## src/rtl/fir_call_sequencer_if.sv

```systemverilog
// Bundle of the fir call controller ports: host ap_ctrl_hs side,
// child loop handshakes and the shared shift_reg memory port.
interface fir_call_sequencer_if #(
    parameter int DATA_W = 32,
    parameter int ACC_W  = 32,
    parameter int ADDR_W = 4,
    parameter int CNT_W  = 32
);
    logic              ap_start;
    logic              ap_done;
    logic              ap_idle;
    logic              ap_ready;
    logic [DATA_W-1:0] x;
    logic [ACC_W-1:0]  y;
    logic              y_ap_vld;

    logic              tdl_start;
    logic              tdl_ready;
    logic              tdl_done;
    logic [DATA_W-1:0] tdl_x;

    logic              mac_start;
    logic              mac_ready;
    logic              mac_done;
    logic [ACC_W-1:0]  mac_acc;

    logic              tdl_sr_ce;
    logic              tdl_sr_we;
    logic [ADDR_W-1:0] tdl_sr_addr;
    logic [DATA_W-1:0] tdl_sr_d;
    logic              mac_sr_ce;
    logic [ADDR_W-1:0] mac_sr_addr;

    logic              sr_ce;
    logic              sr_we;
    logic [ADDR_W-1:0] sr_addr;
    logic [DATA_W-1:0] sr_d;

    logic [CNT_W-1:0]  call_cycles;

    modport slave (
        input  ap_start, x,
        input  tdl_ready, tdl_done,
        input  mac_ready, mac_done, mac_acc,
        input  tdl_sr_ce, tdl_sr_we, tdl_sr_addr, tdl_sr_d,
        input  mac_sr_ce, mac_sr_addr,
        output ap_done, ap_idle, ap_ready, y, y_ap_vld,
        output tdl_start, tdl_x, mac_start,
        output sr_ce, sr_we, sr_addr, sr_d,
        output call_cycles
    );

    modport master (
        output ap_start, x,
        output tdl_ready, tdl_done,
        output mac_ready, mac_done, mac_acc,
        output tdl_sr_ce, tdl_sr_we, tdl_sr_addr, tdl_sr_d,
        output mac_sr_ce, mac_sr_addr,
        input  ap_done, ap_idle, ap_ready, y, y_ap_vld,
        input  tdl_start, tdl_x, mac_start,
        input  sr_ce, sr_we, sr_addr, sr_d,
        input  call_cycles
    );
endinterface

```

## src/rtl/fir_call_sequencer.sv

```systemverilog
// ap_ctrl_hs controller for one fir call: TDL loop, then MAC loop,
// with the shift_reg port handed to whichever loop owns the phase.
module fir_call_sequencer #(
    parameter int DATA_W = 32,
    parameter int ACC_W  = 32,
    parameter int ADDR_W = 4,
    parameter int CNT_W  = 32
) (
    input logic                 ap_clk,
    input logic                 ap_rst,
    fir_call_sequencer_if.slave bus
);
    typedef enum logic [2:0] {
        S_IDLE,
        S_TDL_START,
        S_TDL_WAIT,
        S_MAC_START,
        S_MAC_WAIT,
        S_DONE
    } state_t;

    state_t            r_state;
    state_t            w_next;
    logic              r_ap_done;
    logic              r_ap_idle;
    logic              r_tdl_start;
    logic              r_mac_start;
    logic [DATA_W-1:0] r_tdl_x;
    logic [ACC_W-1:0]  r_y;
    logic [CNT_W-1:0]  r_cnt;
    logic [CNT_W-1:0]  r_call_cycles;

    logic              w_accept;
    logic              w_mac_fin;
    logic [CNT_W-1:0]  w_cnt_inc;
    logic              w_tdl_own;
    logic              w_mac_own;
    logic              w_sr_ce;
    logic              w_sr_we;
    logic [ADDR_W-1:0] w_sr_addr;
    logic [DATA_W-1:0] w_sr_d;

    assign w_accept  = bus.ap_start
                    && (r_state == S_IDLE || r_state == S_DONE);
    assign w_mac_fin = bus.mac_done
                    && (r_state == S_MAC_START || r_state == S_MAC_WAIT);
    assign w_cnt_inc = (&r_cnt) ? r_cnt : r_cnt + 1'b1;

    // A done without ready in a start state counts as ready+done.
    always_comb begin
        w_next = r_state;
        unique case (r_state)
            S_IDLE: begin
                if (bus.ap_start) w_next = S_TDL_START;
            end
            S_TDL_START: begin
                if (bus.tdl_done)       w_next = S_MAC_START;
                else if (bus.tdl_ready) w_next = S_TDL_WAIT;
            end
            S_TDL_WAIT: begin
                if (bus.tdl_done) w_next = S_MAC_START;
            end
            S_MAC_START: begin
                if (bus.mac_done)       w_next = S_DONE;
                else if (bus.mac_ready) w_next = S_MAC_WAIT;
            end
            S_MAC_WAIT: begin
                if (bus.mac_done) w_next = S_DONE;
            end
            S_DONE: begin
                w_next = bus.ap_start ? S_TDL_START : S_IDLE;
            end
            default: w_next = S_IDLE;
        endcase
    end

    always_ff @(posedge ap_clk) begin
        if (ap_rst) begin
            r_state       <= S_IDLE;
            r_ap_done     <= 1'b0;
            r_ap_idle     <= 1'b1;
            r_tdl_start   <= 1'b0;
            r_mac_start   <= 1'b0;
            r_tdl_x       <= '0;
            r_y           <= '0;
            r_cnt         <= '0;
            r_call_cycles <= '0;
        end else begin
            r_state     <= w_next;
            r_ap_done   <= (w_next == S_DONE);
            r_ap_idle   <= (w_next == S_IDLE);
            r_tdl_start <= (w_next == S_TDL_START);
            r_mac_start <= (w_next == S_MAC_START);
            if (w_accept) r_tdl_x <= bus.x;
            if (w_mac_fin) r_y <= bus.mac_acc;
            if (w_accept) begin
                r_cnt <= '0;
            end else if (r_state != S_IDLE) begin
                r_cnt <= w_cnt_inc;
            end
            // The DONE cycle itself is part of the reported count.
            if (r_state == S_DONE) r_call_cycles <= w_cnt_inc;
        end
    end

    assign w_tdl_own = (r_state == S_TDL_START || r_state == S_TDL_WAIT);
    assign w_mac_own = (r_state == S_MAC_START || r_state == S_MAC_WAIT);

    always_comb begin
        w_sr_ce   = 1'b0;
        w_sr_we   = 1'b0;
        w_sr_addr = '0;
        w_sr_d    = '0;
        if (w_tdl_own) begin
            w_sr_ce   = bus.tdl_sr_ce;
            w_sr_we   = bus.tdl_sr_we;
            w_sr_addr = bus.tdl_sr_addr;
            w_sr_d    = bus.tdl_sr_d;
        end else if (w_mac_own) begin
            w_sr_ce   = bus.mac_sr_ce;
            w_sr_addr = bus.mac_sr_addr;
        end
    end

    assign bus.ap_done     = r_ap_done;
    assign bus.ap_ready    = r_ap_done;
    assign bus.y_ap_vld    = r_ap_done;
    assign bus.ap_idle     = r_ap_idle;
    assign bus.tdl_start   = r_tdl_start;
    assign bus.mac_start   = r_mac_start;
    assign bus.tdl_x       = r_tdl_x;
    assign bus.y           = r_y;
    assign bus.call_cycles = r_call_cycles;
    assign bus.sr_ce       = w_sr_ce;
    assign bus.sr_we       = w_sr_we;
    assign bus.sr_addr     = w_sr_addr;
    assign bus.sr_d        = w_sr_d;
endmodule

```

## src/flat_wrapper.sv

```systemverilog
// flat-port wrapper written by rule: the top's interface ports become plain ports
module fir_call_sequencer_flat 
#(
    parameter int DATA_W = 32,
    parameter int ACC_W  = 32,
    parameter int ADDR_W = 4,
    parameter int CNT_W  = 32
)
  (ap_clk, ap_rst, bus_ap_start, bus_x, bus_tdl_ready, bus_tdl_done, bus_mac_ready, bus_mac_done, bus_mac_acc, bus_tdl_sr_ce, bus_tdl_sr_we, bus_tdl_sr_addr, bus_tdl_sr_d, bus_mac_sr_ce, bus_mac_sr_addr, bus_ap_done, bus_ap_idle, bus_ap_ready, bus_y, bus_y_ap_vld, bus_tdl_start, bus_tdl_x, bus_mac_start, bus_sr_ce, bus_sr_we, bus_sr_addr, bus_sr_d, bus_call_cycles);
  fir_call_sequencer_if #(.DATA_W(DATA_W), .ACC_W(ACC_W), .ADDR_W(ADDR_W), .CNT_W(CNT_W)) bus_i ();
  input logic ap_clk;
  input logic ap_rst;
  input wire logic [$bits(bus_i.ap_start)-1:0] bus_ap_start;
  input wire logic [$bits(bus_i.x)-1:0] bus_x;
  input wire logic [$bits(bus_i.tdl_ready)-1:0] bus_tdl_ready;
  input wire logic [$bits(bus_i.tdl_done)-1:0] bus_tdl_done;
  input wire logic [$bits(bus_i.mac_ready)-1:0] bus_mac_ready;
  input wire logic [$bits(bus_i.mac_done)-1:0] bus_mac_done;
  input wire logic [$bits(bus_i.mac_acc)-1:0] bus_mac_acc;
  input wire logic [$bits(bus_i.tdl_sr_ce)-1:0] bus_tdl_sr_ce;
  input wire logic [$bits(bus_i.tdl_sr_we)-1:0] bus_tdl_sr_we;
  input wire logic [$bits(bus_i.tdl_sr_addr)-1:0] bus_tdl_sr_addr;
  input wire logic [$bits(bus_i.tdl_sr_d)-1:0] bus_tdl_sr_d;
  input wire logic [$bits(bus_i.mac_sr_ce)-1:0] bus_mac_sr_ce;
  input wire logic [$bits(bus_i.mac_sr_addr)-1:0] bus_mac_sr_addr;
  output wire logic [$bits(bus_i.ap_done)-1:0] bus_ap_done;
  output wire logic [$bits(bus_i.ap_idle)-1:0] bus_ap_idle;
  output wire logic [$bits(bus_i.ap_ready)-1:0] bus_ap_ready;
  output wire logic [$bits(bus_i.y)-1:0] bus_y;
  output wire logic [$bits(bus_i.y_ap_vld)-1:0] bus_y_ap_vld;
  output wire logic [$bits(bus_i.tdl_start)-1:0] bus_tdl_start;
  output wire logic [$bits(bus_i.tdl_x)-1:0] bus_tdl_x;
  output wire logic [$bits(bus_i.mac_start)-1:0] bus_mac_start;
  output wire logic [$bits(bus_i.sr_ce)-1:0] bus_sr_ce;
  output wire logic [$bits(bus_i.sr_we)-1:0] bus_sr_we;
  output wire logic [$bits(bus_i.sr_addr)-1:0] bus_sr_addr;
  output wire logic [$bits(bus_i.sr_d)-1:0] bus_sr_d;
  output wire logic [$bits(bus_i.call_cycles)-1:0] bus_call_cycles;
  assign bus_i.ap_start = bus_ap_start;
  assign bus_i.x = bus_x;
  assign bus_i.tdl_ready = bus_tdl_ready;
  assign bus_i.tdl_done = bus_tdl_done;
  assign bus_i.mac_ready = bus_mac_ready;
  assign bus_i.mac_done = bus_mac_done;
  assign bus_i.mac_acc = bus_mac_acc;
  assign bus_i.tdl_sr_ce = bus_tdl_sr_ce;
  assign bus_i.tdl_sr_we = bus_tdl_sr_we;
  assign bus_i.tdl_sr_addr = bus_tdl_sr_addr;
  assign bus_i.tdl_sr_d = bus_tdl_sr_d;
  assign bus_i.mac_sr_ce = bus_mac_sr_ce;
  assign bus_i.mac_sr_addr = bus_mac_sr_addr;
  assign bus_ap_done = bus_i.ap_done;
  assign bus_ap_idle = bus_i.ap_idle;
  assign bus_ap_ready = bus_i.ap_ready;
  assign bus_y = bus_i.y;
  assign bus_y_ap_vld = bus_i.y_ap_vld;
  assign bus_tdl_start = bus_i.tdl_start;
  assign bus_tdl_x = bus_i.tdl_x;
  assign bus_mac_start = bus_i.mac_start;
  assign bus_sr_ce = bus_i.sr_ce;
  assign bus_sr_we = bus_i.sr_we;
  assign bus_sr_addr = bus_i.sr_addr;
  assign bus_sr_d = bus_i.sr_d;
  assign bus_call_cycles = bus_i.call_cycles;
  fir_call_sequencer #(.DATA_W(DATA_W), .ACC_W(ACC_W), .ADDR_W(ADDR_W), .CNT_W(CNT_W)) u_core (.ap_clk(ap_clk), .ap_rst(ap_rst), .bus(bus_i));
endmodule
```

## config.mk

```make
export PLATFORM = sky130hd
export DESIGN_NAME = fir_call_sequencer_flat
export DESIGN_NICKNAME = d
export VERILOG_FILES = /design/src/rtl/fir_call_sequencer_if.sv /design/src/rtl/fir_call_sequencer.sv /design/src/flat_wrapper.sv
export SDC_FILE = /design/constraint.sdc
export NUM_CORES = 1
export LEC_CHECK = 0
export ABC_CLOCK_PERIOD_IN_PS = 2400
export CAP_MARGIN = 0
export CORE_MARGIN = 2
export CORE_UTILIZATION = 57
export DETAILED_ROUTE_END_ITERATION = 16
export DONT_BUFFER_PORTS = 1
export PLACE_DENSITY = 0.75
export SLEW_MARGIN = 20
export SYNTH_ARGS = -nofsm -noshare
export SYNTH_HDL_FRONTEND = slang
export SYNTH_SLANG_ARGS = --single-unit
export TNS_END_PERCENT = 10
```

## constraint.sdc

```tcl
create_clock -name ap_clk -period 2.4 [get_ports ap_clk]
set_clock_uncertainty 0.15 [all_clocks]
set_input_delay 0 -clock ap_clk [delete_from_list [all_inputs] [get_ports ap_clk]]
set_output_delay 0 -clock ap_clk [all_outputs]
set_load 0.02 [all_outputs]
```

# --- Word level (Yosys, flattened, before mapping) ---
# Cells that the tools add are included.
totals:
  out_inout_bits: 140
  regBits: 135
  word_cells: 44
  inputBits: 114
classes:
  add_sub_neg: 1
  mux: 16
  reduce_logical: 10
  eq_ne: 8
op_table:
  columns: ["op", "n"]
  rows:
  - ["$mux 32", 2]
  - ["$add 32x1->32 const B", 1]
  - ["$reduce_and 32->1", 1]
  - ["$mux 3", 7]
  - ["$pmux 3 s6", 1]
  - ["$eq 3x2->1 const B", 3]
  - ["$eq 3x3->1 const B", 3]
  - ["$mux 4", 2]
  - ["$eq 3x1->1 const B", 2]
  - ["$logic_not 3->1", 2]
  - ["$mux 1", 4]
  - ["$logic_or 1x1->1", 3]
  - ["$reduce_bool 3->1", 1]
  - ["$logic_and 1x1->1", 2]
  - ["$reduce_or 2->1", 1]

# --- Longest topological paths before layout ---
logic_depth:
  word_depth: 4
  depth_mapped: 9
  mapped_depth_nobuf: 6

# --- Least setup slack after synthesis ---
# Ideal clock, no wire load.
synth_timing:
  kind: "reg2reg"
  startpoint: "register u_core.r_cnt[10]"
  endpoint: "register u_core.r_cnt[29]"
  required_time_ns: 2.135
  setup_slack_ns: 0.114
  stages_incl_launch_ff: 6
  setup_time_ns: 0.115
  path_buffers: 0
  period_less_slack_ns: 2.286
  t_arrival_ns: 2.022
  cell_sequence: "dfxtp_1 > nand4_4 > or4_1 > or4_4 > o31a_1 > o21a_1"
synth_between:
  elab_chain_cells: 2
  elab_cells_between_ends: 3
  cone_classes: "add/sub: 1; mux: 1; reduce/logical: 1"
synth_rtl:
  columns: ["item", "line_no", "source"]
  rows:
  - ["from (decl)", "fir_call_sequencer.sv:30", "logic [CNT_W-1:0] r_cnt;"]
  - ["from (signal assigned)", "fir_call_sequencer.sv:99", "r_cnt <= w_cnt_inc;"]
  - ["$add 32x1->32 / $reduce_and 32->1 (equally long branches)", "fir_call_sequencer.sv:47", "assign w_cnt_inc = (&r_cnt) ? r_cnt : r_cnt + 1'b1;"]
  - ["$mux 32 *", "fir_call_sequencer.sv:47", null]
# Mark *: on every way between the ends. The rest lies on a longest branch, timed or not.
# A chain may end at the register's enable or synchronous reset.

# --- Worst setup path in the final report ---
layout_timing:
  startpoint: "register u_core.r_state[2]"
  endpoint: "register u_core.r_tdl_x[11] (netlist: u_core.bus.tdl_x[11])"
layout_between:
  elab_chain_cells: 3
  elab_cells_between_ends: 4
  cone_classes: "eq/ne: 1; reduce/logical: 3"
layout_rtl:
  columns: ["item", "line_no", "source"]
  rows:
  - ["from (decl)", "fir_call_sequencer.sv:22", "state_t r_state;"]
  - ["from (signal assigned)", "fir_call_sequencer.sv:89", "r_state <= w_next;"]
  - ["$eq 3x3->1 / $logic_not 3->1 (equally long branches)", "fir_call_sequencer.sv:44", "&& (r_state == S_IDLE || r_state == S_DONE);"]
  - ["$logic_or 1x1->1 *", "fir_call_sequencer.sv:44", null]
  - ["$logic_and 1x1->1 *", "fir_call_sequencer.sv:44", null]
  - ["to (signal assigned)", "fir_call_sequencer.sv:94", "if (w_accept) r_tdl_x <= bus.x;"]
  - ["to (decl)", "fir_call_sequencer.sv:28", "logic [DATA_W-1:0] r_tdl_x;"]
# Marks and branches as above.

==> out/qor.txt <==
root buffer cell: clkbuf_8
DIE AREA: 12000 sq um
Req. time, crit path: 2.72 ns
minimum clock period after layout: 2.37 ns
drt pass-1 iters: 6
Crit. End Element: flip-flop
DRC Markers: 0
num rows: 38
first-pass GRT wire length: 32300 um
global route overflow: 0
CTS tree: done
Fmax: 422 MHz
Hold Crit Class: in2reg
Vias: 6647
setup violators final: 0
Clk pin slew, worst setup/hold paths: 0.06 ns
Routability Congestion: 0.925
Sum Neg Setup Slack: 0 ns
worst path arrival time: 2.68 ns
worst vdd ir: 0.626 mV
vias per cell: 6.31
Relative slew margins: 44.9%
Max-Cap Viols: 0
RSZ-0062 raised after global routing: yes
Slew Limit Fails: 0
H-tree Lvls: 4
Pwr Density: 696 nW/um^2
Syn Nets: 914
Initial Util: 58.5%
Final Total Pwr: 0.00572 W
nets@finish: 1014
layout cell share with drive strength beyond 1: 12.8%
clock buffer depth: 2
crit path cell chain: or3_4 -> buf_4 -> a21boi_4 -> buf_12 -> nand2_1 -> dlygate4sd3_1 -> a21oi_1
clock sink count: 135
worst slew pin tran: 0.825 ns
Buf+Inv Stages, Crit Path: 3
I/O pins: 254
number of synthesized flops with an enable pin: 0
Iter 0 DRT Violations: 765
Async S/R FF share, synth: 0%
chip width: 110 um
post-DR wirelength/cell: 21.2 um
post-detailed-route count of antenna-violating nets: 0
Crit Path Class: reg2reg
cell count after synthesis: 799
synth unique cells: 59
Core ar.: 10900 sq um
vias in the first global route: 6148
top_reg_cell synth: dfxtp_1
area leader, netlist: dfxtp_1
drt total wl: 22300 um
CP Launch Type: flip-flop
Mean Syn Cell Area: 7.98 sq um
Pleak: 2.78 nW
CP delay by family, top: buffers and inverters
worst-skew pair later-pin latency: 0.54 ns
Synth top area share: 42.4%
initial antenna violation count: 5
crit-path max FO: 17
largest cells by area after synthesis: dfxtp_1 (42%), nand2_1 (9.0%), a21oi_1 (6.9%)
largest net degree at the start of global routing: 107
TritonCTS Buffers: 17
DIE HEIGHT: 110 um
port bufs: 0
Seq/Total Area, Yosys: 42.4%
FF+latch count, synth: 135
Area Overhead vs Synth: 28.9%
status: complete, no violations
gr usage total: 35.8%
HPWL Detailed: 13700 um
fin crit share: 98.7%
critical path's largest stage delay: 0.61 ns
mapped cell area: 6370 sq um
Fin. Hold Viols: 0
Synth Warn #: 0
r2r setup slk: 0.03 ns
CP max-delay cell: dlygate4sd3_1
==> final timing paths <==
check                                                   from                                 to  cells past startpoint
worst min register to register  u_core.r_cnt[5]$_SDFFE_PP0N_       u_core.r_cnt[5]$_SDFFE_PP0N_                      2
worst max-delay path            u_core.r_state[2]$_SDFF_PP0_  u_core.bus.tdl_x[11]$_SDFFE_PP0P_                      7
worst max register to register  u_core.r_state[2]$_SDFF_PP0_  u_core.bus.tdl_x[11]$_SDFFE_PP0P_                      7
worst min-delay path                                bus_x[8]   u_core.bus.tdl_x[8]$_SDFFE_PP0P_                      3
==> Yosys cell counts (3+ instances only) <==
cell type and instances:
buf_4 7, mux2_2 5, o21a_1 5, nor4_2 6, clkbuf_1 39, and2_1 36
a211oi_1 10, o21ai_1 6, and3_1 6, dfxtp_1 135, or3_1 27, buf_1 5
nor4_1 8, o31ai_1 15, a311oi_1 13, nor3_1 12, or4_1 15, buf_6 5
nand2_1 153, o211ai_1 3, buf_2 8, a22oi_1 5, nor2_1 59, nand4_1 13
xnor2_1 11, a21oi_1 88, xor2_1 6, and4_1 5, nand3_1 23, o21ai_0 28
inv_1 5
==> metrics by stage <==
stage / worst slack, ns / utilization, % / std cells / area (sq um) / hold slack, ns
2_1_floorplan: 0.114 / - / 799 / 6370 / -0.0140
3_3_place_gp: 0.0876 / 61.0 / 923 / 6640 / -0.0742
3_5_place_dp: 0.0346 / 61.0 / 923 / 6640 / -0.0713
4_1_cts: 0.000558 / 74.7 / 1049 / 8130 / 0.000148
5_1_grt: -0.0305 / 75.4 / 1053 / 8210 / 0.0152
6_report: 0.0319 / 75.5 / 1054 / 8220 / 0.0148
==> metal layers <==
metal	GRT usage (%)	part of all wire, %	vias up
li1	-	-	3028
met1	42.4	39	3137
met2	53.4	45	390
met3	17.1	12	86
met4	18.9	3.8	6
met5	2.23	0.26	-
==> cell type report <==
type / instances / area (sq um)
Clock buffer: 23 / 467
Inverter: 5 / 18.8
Timing Repair Buffer: 150 / 1450
Antenna cell: 3 / 7.51
Sequential cell: 135 / 2710
Clock inverter: 8 / 50.0
Multi-Input combinational cell: 590 / 3340
Tap cell: 140 / 175
Fill cell: 739 / 2670
==> registers in the layout, summed over array words and instances, names as in the netlist, 3 cells and up <==
signal and cells:
u_core.r_state 3, u_core.r_cnt 32, u_core.bus.call_cycles 32, u_core.bus.tdl_x 32, u_core.bus.y 32
==> power by group <==
part / leakage (nW) / internal [W] / switching (W) / total (W)
Clock: 0.246 / 0.00134 / 0.000956 / 0.00229
Combinational: 1.43 / 0.000354 / 0.000585 / 0.000939
Sequential: 1.10 / 0.00233 / 0.000162 / 0.00249
Total: 2.78 / 0.00402 / 0.00170 / 0.00572
==> logic make-up after synthesis <==
group                    after synthesis  share of synthesized area, %
AO/OA/AOI/OAI                        187                          17.9
XOR/XNOR                              17                          2.34
adder cells (fa/ha/maj)                1                         0.196
buffers and inverters                 74                          6.05
flip-flops                           135                          42.4
multiplexers                           6                          1.04
AND/OR/NAND/NOR                      379                          30.0
==> repair_timing <==
| action | 4_1_cts | 5_1_grt |
|---|---|---|
| hold buffers | 95 | 0 |
| setup buffers | 0 | 1 |
| endpoints found under the hold margin | 135 | 0 |
| endpoints found under the setup margin | 0 | 51 |
| resized for setup | 0 | 15 |
==> worst reg2reg max path, cell delays in order (launching register included) <==
cell,delay (ns)
dfxtp_4,0.39
or3_4,0.36
buf_4,0.19
a21boi_4,0.19
buf_12,0.17
nand2_1,0.11
dlygate4sd3_1,0.61
a21oi_1,0.12
==> cell usage in the layout, fill, tap and decap left out, types with 15 or more instances in the layout <==
| master | count |
|---|---|
| nand2_1 | 153 |
| dfxtp_1 | 131 |
| dlygate4sd3_1 | 93 |
| a21oi_1 | 87 |
| nor2_1 | 59 |
| buf_4 | 50 |
| and2_1 | 36 |
| o21ai_0 | 25 |
| or3_1 | 25 |
| nand3_1 | 23 |
| clkbuf_16 | 17 |
| o31ai_1 | 15 |
| or4_1 | 15 |
(Power assumes the default switching activity.)
